$ cat src/rtl/ram_arb_pkg.sv
// Shared types and latency constants for the two-port RAM arbiter.
// ARB_OUTPUT_REG_EN adds an output register stage to the RAM read path.
package ram_arb_pkg;

    localparam int NUM_REQ = 2;

`ifdef ARB_OUTPUT_REG_EN
    localparam int READ_LAT = 2;
`else
    localparam int READ_LAT = 1;
`endif

    typedef logic req_id_t;

    localparam req_id_t REQ0 = 1'b0;
    localparam req_id_t REQ1 = 1'b1;

endpackage

$ cat src/rtl/ram_arb_spram.sv
// Single-port RAM with a no-change read register and an optional output register.
// ARB_OUTPUT_REG_EN enables the output register stage.
module ram_arb_spram #(
    parameter int DATA_W = 8,
    parameter int DEPTH  = 256,
    localparam int ADDR_W = $clog2(DEPTH)
) (
    input  logic              clk,
    input  logic              en,
    input  logic              we,
    input  logic [ADDR_W-1:0] addr,
    input  logic [DATA_W-1:0] wdata,
    output logic [DATA_W-1:0] rdata
);

    logic [DATA_W-1:0] mem [DEPTH] = '{default: '0};
    logic [DATA_W-1:0] rd_p0;

    // stage p0: array access; a write leaves the read register untouched
    always_ff @(posedge clk) begin
        if (en) begin
            if (we) begin
                mem[addr] <= wdata;
            end else begin
                rd_p0 <= mem[addr];
            end
        end
    end

`ifdef ARB_OUTPUT_REG_EN
    logic [DATA_W-1:0] out_p1;

    // stage p1: output register
    always_ff @(posedge clk) begin
        out_p1 <= rd_p0;
    end

    assign rdata = out_p1;
`else
    assign rdata = rd_p0;
`endif

endmodule

$ cat src/rtl/ram_port_arbiter.sv
// Round-robin arbiter sharing one single-port RAM between two requesters.
// ARB_OUTPUT_REG_EN raises read latency from 1 to 2 cycles.
module ram_port_arbiter
    import ram_arb_pkg::*;
#(
    parameter int DATA_W = 8,
    parameter int DEPTH  = 256,
    localparam int ADDR_W = $clog2(DEPTH)
) (
    input  logic              clka,
    input  logic              rsta_n,
    input  logic              req_valid_0,
    output logic              req_ready_0,
    input  logic              req_we_0,
    input  logic [ADDR_W-1:0] req_addr_0,
    input  logic [DATA_W-1:0] req_wdata_0,
    output logic              rsp_valid_0,
    output logic [DATA_W-1:0] rsp_rdata_0,
    input  logic              req_valid_1,
    output logic              req_ready_1,
    input  logic              req_we_1,
    input  logic [ADDR_W-1:0] req_addr_1,
    input  logic [DATA_W-1:0] req_wdata_1,
    output logic              rsp_valid_1,
    output logic [DATA_W-1:0] rsp_rdata_1,
    output logic              busy
);

    req_id_t           ptr;
    req_id_t           winner;
    logic              xfer;
    logic              sel_we;
    logic [ADDR_W-1:0] sel_addr;
    logic [DATA_W-1:0] sel_wdata;
    logic [DATA_W-1:0] ram_rdata;
    logic              vld_last;
    req_id_t           id_last;

    // Ready is forced low while reset is held so no transfer can slip in.
    always_comb begin
        req_ready_0 = 1'b0;
        req_ready_1 = 1'b0;
        if (rsta_n) begin
            if (req_valid_0 && (!req_valid_1 || ptr == REQ0)) begin
                req_ready_0 = 1'b1;
            end else if (req_valid_1) begin
                req_ready_1 = 1'b1;
            end
        end
    end

    assign xfer      = req_ready_0 | req_ready_1;
    assign winner    = req_ready_1 ? REQ1 : REQ0;
    assign sel_we    = req_ready_1 ? req_we_1    : req_we_0;
    assign sel_addr  = req_ready_1 ? req_addr_1  : req_addr_0;
    assign sel_wdata = req_ready_1 ? req_wdata_1 : req_wdata_0;

    always_ff @(posedge clka or negedge rsta_n) begin
        if (!rsta_n) begin
            ptr <= REQ0;
        end else if (xfer) begin
            ptr <= ~winner;
        end
    end

    ram_arb_spram #(
        .DATA_W (DATA_W),
        .DEPTH  (DEPTH)
    ) u_spram (
        .clk   (clka),
        .en    (xfer),
        .we    (sel_we),
        .addr  (sel_addr),
        .wdata (sel_wdata),
        .rdata (ram_rdata)
    );

    logic    vld_p0;
    req_id_t id_p0;

    // stage p0: read issued into the RAM
    always_ff @(posedge clka or negedge rsta_n) begin
        if (!rsta_n) begin
            vld_p0 <= 1'b0;
        end else begin
            vld_p0 <= xfer & ~sel_we;
        end
    end

    always_ff @(posedge clka) begin
        id_p0 <= winner;
    end

`ifdef ARB_OUTPUT_REG_EN
    logic    vld_p1;
    req_id_t id_p1;

    // stage p1: read data moving through the output register
    always_ff @(posedge clka or negedge rsta_n) begin
        if (!rsta_n) begin
            vld_p1 <= 1'b0;
        end else begin
            vld_p1 <= vld_p0;
        end
    end

    always_ff @(posedge clka) begin
        id_p1 <= id_p0;
    end

    assign vld_last = vld_p1;
    assign id_last  = id_p1;
    assign busy     = vld_p0 | vld_p1;
`else
    assign vld_last = vld_p0;
    assign id_last  = id_p0;
    assign busy     = vld_p0;
`endif

    // response stage: steer the returning word to its requester and hold it
    always_ff @(posedge clka or negedge rsta_n) begin
        if (!rsta_n) begin
            rsp_valid_0 <= 1'b0;
            rsp_valid_1 <= 1'b0;
            rsp_rdata_0 <= '0;
            rsp_rdata_1 <= '0;
        end else begin
            rsp_valid_0 <= vld_last && (id_last == REQ0);
            rsp_valid_1 <= vld_last && (id_last == REQ1);
            if (vld_last && (id_last == REQ0)) begin
                rsp_rdata_0 <= ram_rdata;
            end
            if (vld_last && (id_last == REQ1)) begin
                rsp_rdata_1 <= ram_rdata;
            end
        end
    end

endmodule

$ cat config.mk
export PLATFORM = sky130hd
export DESIGN_NAME = ram_port_arbiter
export DESIGN_NICKNAME = d
export VERILOG_FILES = /design/src/rtl/ram_arb_pkg.sv /design/src/rtl/ram_arb_spram.sv /design/src/rtl/ram_port_arbiter.sv
export SDC_FILE = /design/constraint.sdc
export NUM_CORES = 2
export LEC_CHECK = 0
export CAP_MARGIN = 25
export CORE_ASPECT_RATIO = 1.5
export CORE_UTILIZATION = 41
export CTS_BUF_LIST = sky130_fd_sc_hd__clkbuf_2
export DETAILED_ROUTE_END_ITERATION = 10
export PLACE_DENSITY = 0.58
export SLEW_MARGIN = 40
export SYNTH_ARGS = -nofsm -noshare
export SYNTH_HDL_FRONTEND = slang
export SYNTH_SLANG_ARGS = --single-unit
$ cat constraint.sdc
create_clock -name clka -period 7.6 [get_ports clka]
set_clock_uncertainty 0.2 [all_clocks]
set_input_delay 1.14 -clock clka [delete_from_list [all_inputs] [get_ports clka]]
set_output_delay 1.14 -clock clka [all_outputs]
set_load 0.01 [all_outputs]
---- Word-level counts from Yosys, hierarchy flattened ----
Memory sizes are Yosys's and may differ from the RTL's. A register that Yosys moved wholly into a read port is not among the register bits.
Cells that the tools add are included.
cells by class
  bitwise operators ....................... 6
  reduce and logical (&&, ||, !) cells .... 6
  mux-type cells .......................... 12
operators by type and width
  kind                 number
  two-way mux 8 bit    2
  two-way mux 1 bit    10
  NOT 1 bit            4
  logical AND 1 bit    3
  AND reduction 2 bit  1
  AND 1 bit            1
  logical NOT 1 bit    1
  logical OR 1 bit     1
  bitwise OR 1 bit     1
storage, ports and cells
  memories ................................ 1
  bits in writable memories ............... 2048
  flip-flop bits (word level) ............. 21
  input port bits ......................... 38
  output and inout port bits .............. 21
memories
  name         depth  width  read ports  clocked after Yosys merged registers in  wr ports  line                 RTL
  u_spram.mem  256    8      1           1                                        1         ram_arb_spram.sv:16  logic [DATA_W-1:0] mem [DEPTH] = '{default: '0};

---- Longest topological paths before layout ----
  depth after elaboration ................. 9
  depth in mapped cells ................... 16
  mapped depth without buffers ............ 10

---- Hierarchy ----
From an unflattened synthesis, not the netlist that was laid out.
second synthesis, totals
  cells, all modules ...................... 3599
  area, all modules ....................... 79427.4 µm²
by module, submodules not included
  module            area each (µm²)  cells an instance  sequential area each (µm²)  instances
  ram_arb_spram     78376.4          3526               61739.2                     1
  ram_port_arbiter  1051.0           73                 520.5                       1

---- Worst setup path before layout ----
OpenSTA, ideal clock, no wires.
  path kind ............................... input port to flip-flop
  start point ............................. input port req_valid_1
  end point ............................... memory u_spram.mem[0][0], data pin
  required time ........................... 6.576 ns
  stages on the path ...................... 8
  buffers on the path ..................... 4
  setup time .............................. 0.824 ns
  data arrival time ....................... 5.344 ns
  setup slack ............................. 1.232 ns
  cells stage by stage .................... and2_4 buf_6 nand2_8 buf_2 clkbuf_1 buf_1 nand2_1 nand2_1
between the ends
  word-level cells in the longest chain between the ends .. 6
RTL lines
  what                   line                    RTL
  from (decl)            ram_port_arbiter.sv:19  input logic req_valid_1,
  logical NOT 1 bit      ram_port_arbiter.sv:44  if (req_valid_0 && (!req_valid_1 || ptr == REQ0)) begin
  logical OR 1 bit       ram_port_arbiter.sv:44
  logical AND 1 bit      ram_port_arbiter.sv:44
  two-way mux 1 bit (*)  ram_port_arbiter.sv:44
  two-way mux 1 bit (*)  ram_port_arbiter.sv:43  if (rsta_n) begin
  two-way mux 8 bit (*)  ram_port_arbiter.sv:56  assign sel_wdata = req_ready_1 ? req_wdata_1 : req_wdata_0;
  via sel_wdata[0]       ram_port_arbiter.sv:34  logic [DATA_W-1:0] sel_wdata;
  to (decl)              ram_arb_spram.sv:16
Mark *: on every way through the listed nets, which the timed path passes. The rest lies on a longest branch.

---- Final worst setup path ----
  start point ............................. input port rsta_n
  end point ............................... register u_spram.rd_p0[4], in the netlist u_spram.rdata[4], read port of u_spram.mem, data pin
between the ends
  word-level cells in the longest chain between the ends .. 4
RTL lines
  what                           line                    RTL
  from (decl)                    ram_port_arbiter.sv:11  input logic rsta_n,
  two-way mux 1 bit              ram_port_arbiter.sv:43
  two-way mux 1 bit              ram_port_arbiter.sv:54  assign sel_we = req_ready_1 ? req_we_1 : req_we_0;
  NOT 1 bit (no line)            n/a
  AND reduction 2 bit (no line)  n/a
  to (decl)                      ram_arb_spram.sv:17     logic [DATA_W-1:0] rd_p0;
Parallel ways exist; a longest one is shown, timed or not.
A chain may end at the register's enable or synchronous reset.

==> results.sh <==
export IMPL_clkTransAtPathRegs_ns=0.12
export IMPL_post_route_drc_count=0
export IMPL_drt_iter0_drc=5207
export IMPL_grt_overflow_total=0
export IMPL_port_buffers=58
export IMPL_postLayoutCellArea_sq_mm=0.0907
export IMPL_ys_ff_latch=2077
export IMPL_cp_required_ns=8.74
export IMPL_cts_resized_gates=0
export IMPL_via_count=50803
export IMPL_drive_above_1_share=0.189
export IMPL_cts_tree="done"
export IMPL_reg2reg_depth=10
export IMPL_area_delta_synth_final_pct=10.6
export IMPL_rr_startpoint="ptr"
export IMPL_setup_viol=0
export IMPL_io_pins=59
export IMPL_critPathKind="in2reg"
export IMPL_dp_hpwl_um=152000
export IMPL_final_cells=8842
export IMPL_grt_max_degree=171
export IMPL_die_area_sq_mm=0.202
export IMPL_routedWlPerCell_um=27.6
export IMPL_worst_pin_slew_ns=0.941
export IMPL_final_common_cell="edfxtp_1"
export IMPL_holdPathStages=3
export IMPL_hold_path_end="u_spram.mem[81][2]"
export IMPL_grt_pass1_vias=50182
export IMPL_drtPass1Iterations=6
export IMPL_cts_sinks=2077
export IMPL_cts_max_path_buffers=4
export IMPL_ant_nets=0
export IMPL_post_route_period_util=0.703
export IMPL_grt_usage=0.238
export IMPL_p_clk_frac=0.312
export IMPL_ys_flop_type="edfxtp_1"
export IMPL_p_sw_w=0.00586
export IMPL_grt_pass1_wl_um=349000
export IMPL_power_leakage_nw=29.8
export IMPL_fin_setup_tns_ns=0
export IMPL_synth_nets=5591
export IMPL_holdCritPathClass="in2reg"
export IMPL_worstSkewPairLatency_ns=1.70
export IMPL_place_congestion=0.896
export IMPL_powerDensity_mw_per_mm2=239
export IMPL_multi_input_area_sq_mm=0.0188
export IMPL_mostFrequentLayoutCells="edfxtp_1, nand2_1, clkbuf_2"
export IMPL_switching_share=0.270
export IMPL_pwr_share_comb=0.097
export IMPL_rows=200
export IMPL_netlist_cell_type_count=79
export IMPL_core_area_sq_mm=0.198
export IMPL_worstReg2RegEnd="u_spram.rdata[4]"
export IMPL_finalMaxSlewViolations=0
export IMPL_fp_dieW_um=367
export IMPL_routed_wl_um=244000
export IMPL_p_int_w=0.0158
export IMPL_vdd_drop_max_mv=0.116
export IMPL_cts_buffers=455
export IMPL_arrival_ns=6.48
export IMPL_rsz0062_at_grt="false"
export IMPL_vias_per_cell=5.75
export IMPL_die_height_um=550
export IMPL_slew_headroom=0.371
export IMPL_cts_root_buf="clkbuf_2"
export IMPL_max_cap_violations=0
export IMPL_fmaxAchievable_mhz=187
export IMPL_num_fill_cells=17715
export IMPL_async_reset_ff_frac=0.00963
export IMPL_fin_crit_ns=5.34
export IMPL_end_kind="register"
export IMPL_grt_antenna_before_repair=13
export IMPL_min_from="req_wdata_1[2]"
export IMPL_start_kind="primary input"
export IMPL_placed_area_sq_mm=0.0864
export IMPL_cts_max_level=5
export IMPL_synth_edf_count=2056
export IMPL_run_status="finished, final reports clean"
export IMPL_initial_core_util=0.414
export IMPL_netlist_instances=5553
export IMPL_hold_viol_final=0
export IMPL_pwr_share_seq=0.590
export IMPL_syn_area_sq_mm=0.0820
export IMPL_r2r_slack_ns=2.32
export IMPL_synth_avg_cell_area_sq_um=14.8
export IMPL_seqCellArea_sq_mm=0.0623
export IMPL_ys_warnings_count=0
export IMPL_crit_fanout=39
export IMPL_dp_cells=8018
export IMPL_nets=5891
export IMPL_synth_seq_area_share=0.759
## sequential cells by signal, summed over array words and instances (netlist names)
name	flops
rsp_valid_0	1
id_last	1
u_spram.rdata	8
ptr	1
rsp_valid_1	1
busy	1
rsp_rdata_1	8
u_spram.mem	2048
rsp_rdata_0	8
## power groups by stage
stage | Clock [W] | Sequential (W) | Combinational [W]
final | 0.00677 | 0.0128 | 0.00211
after global routing | 0.00742 | 0.0128 | 0.00222
after CTS | 0.00692 | 0.0128 | 0.00209
after detailed placement | 0 | 0.0131 | 0.00209
after global placement | 0 | 0.0131 | 0.00205
after floorplan | 0 | 0.0132 | 0.00113
## critical path, stage by stage
cell and delay (ns):
dlygate4sd3_1 0.53, clkdlybuf4s50_1 0.64, nand2_1 0.41, o21ai_4 0.43, nand2_4 0.28, nor2_4 0.46
buf_4 0.32, buf_12 0.25, nand3_1 0.12, o2111ai_1 0.17, a41oi_1 0.41, or4_1 0.71
or4_1 0.54
## cells in the mapped netlist (all sizes together), types with 6 or more instances
master,instances,area (sq um)
buf,145,712
a31oi,108,676
clkbuf,229,860
nand4,100,632
o21a,10,75.1
nor4,17,106
o41ai,8,70.1
a311oi,81,709
mux4,79,1780
a211oi,151,1140
a21oi,32,164
a22oi,33,248
a32oi,105,920
and3,164,1040
nor2,297,1130
nand3,315,1580
mux2i,136,1370
a41oi,16,148
a41o,6,60.1
dfrtp,20,500
o21ai,53,299
nor3,12,60.1
nand2,1221,4600
and2,15,96.3
edfxtp,2056,61700
a221oi,11,96.3
nand2b,8,52.6
o2111ai,39,342
mux2,17,195
o211ai,9,72.6
## layer usage
layer  vias up  track usage  share of wire
met5         -            0        0.00029
met4        10        0.142          0.062
met3       578       0.0423          0.071
met2      2350        0.413           0.51
met1     25590        0.274           0.36
li1      22275            -              -
## what timing repair did
action,4_1_cts,5_1_grt
hold buffers,1,0
buffers inserted,0,0
endpoints found under the hold margin,21,0
## worst max-delay path by stage
stage | start | to | slack (ns) | cells past startpoint
after global placement | req_valid_0 | u_spram.rdata[4] | 1.13 | 10
after CTS | ptr | u_spram.rdata[4] | 2.26 | 10
after global routing | ptr | u_spram.rdata[4] | 2.10 | 11
final | rsta_n | u_spram.rdata[4] | 2.26 | 13
after floorplan | req_valid_1 | u_spram.mem[0][0] | 1.23 | 8
after detailed placement | req_valid_0 | u_spram.rdata[4] | 1.08 | 11
## area by class of cell
type	instances	area share
Sequential cell	2077	0.686
Multi-Input combinational cell	3099	0.207
Clock buffer	690	0.0381
Tap cell	2626	0.0362
Timing Repair Buffer	217	0.0252
Clock inverter	117	0.00644
Antenna cell	13	0.000359
Inverter	3	0.000124
## metrics by stage
step | power (W) | utilization | hold WS, ns | worst slack (ns)
global route | 0.0224 | 0.458 | 0.179 | 2.10
detailed placement | 0.0151 | 0.436 | 0.296 | 1.08
CTS | 0.0218 | 0.456 | 0.109 | 2.26
global placement | 0.0151 | 0.434 | 0.292 | 1.13
finish | 0.0217 | 0.458 | 0.276 | 2.26
floorplan | 0.0143 | - | 0.276 | 1.23
## logic make-up after synthesis
family | after synthesis | share of synthesized area
multiplexers | 232 | 0.0408
AO/OA/AOI/OAI | 697 | 0.0651
flip-flops | 2077 | 0.759
buffers and inverters | 377 | 0.0193
AND/OR/NAND/NOR | 2170 | 0.115
Power figures use the tool's default switching activity.
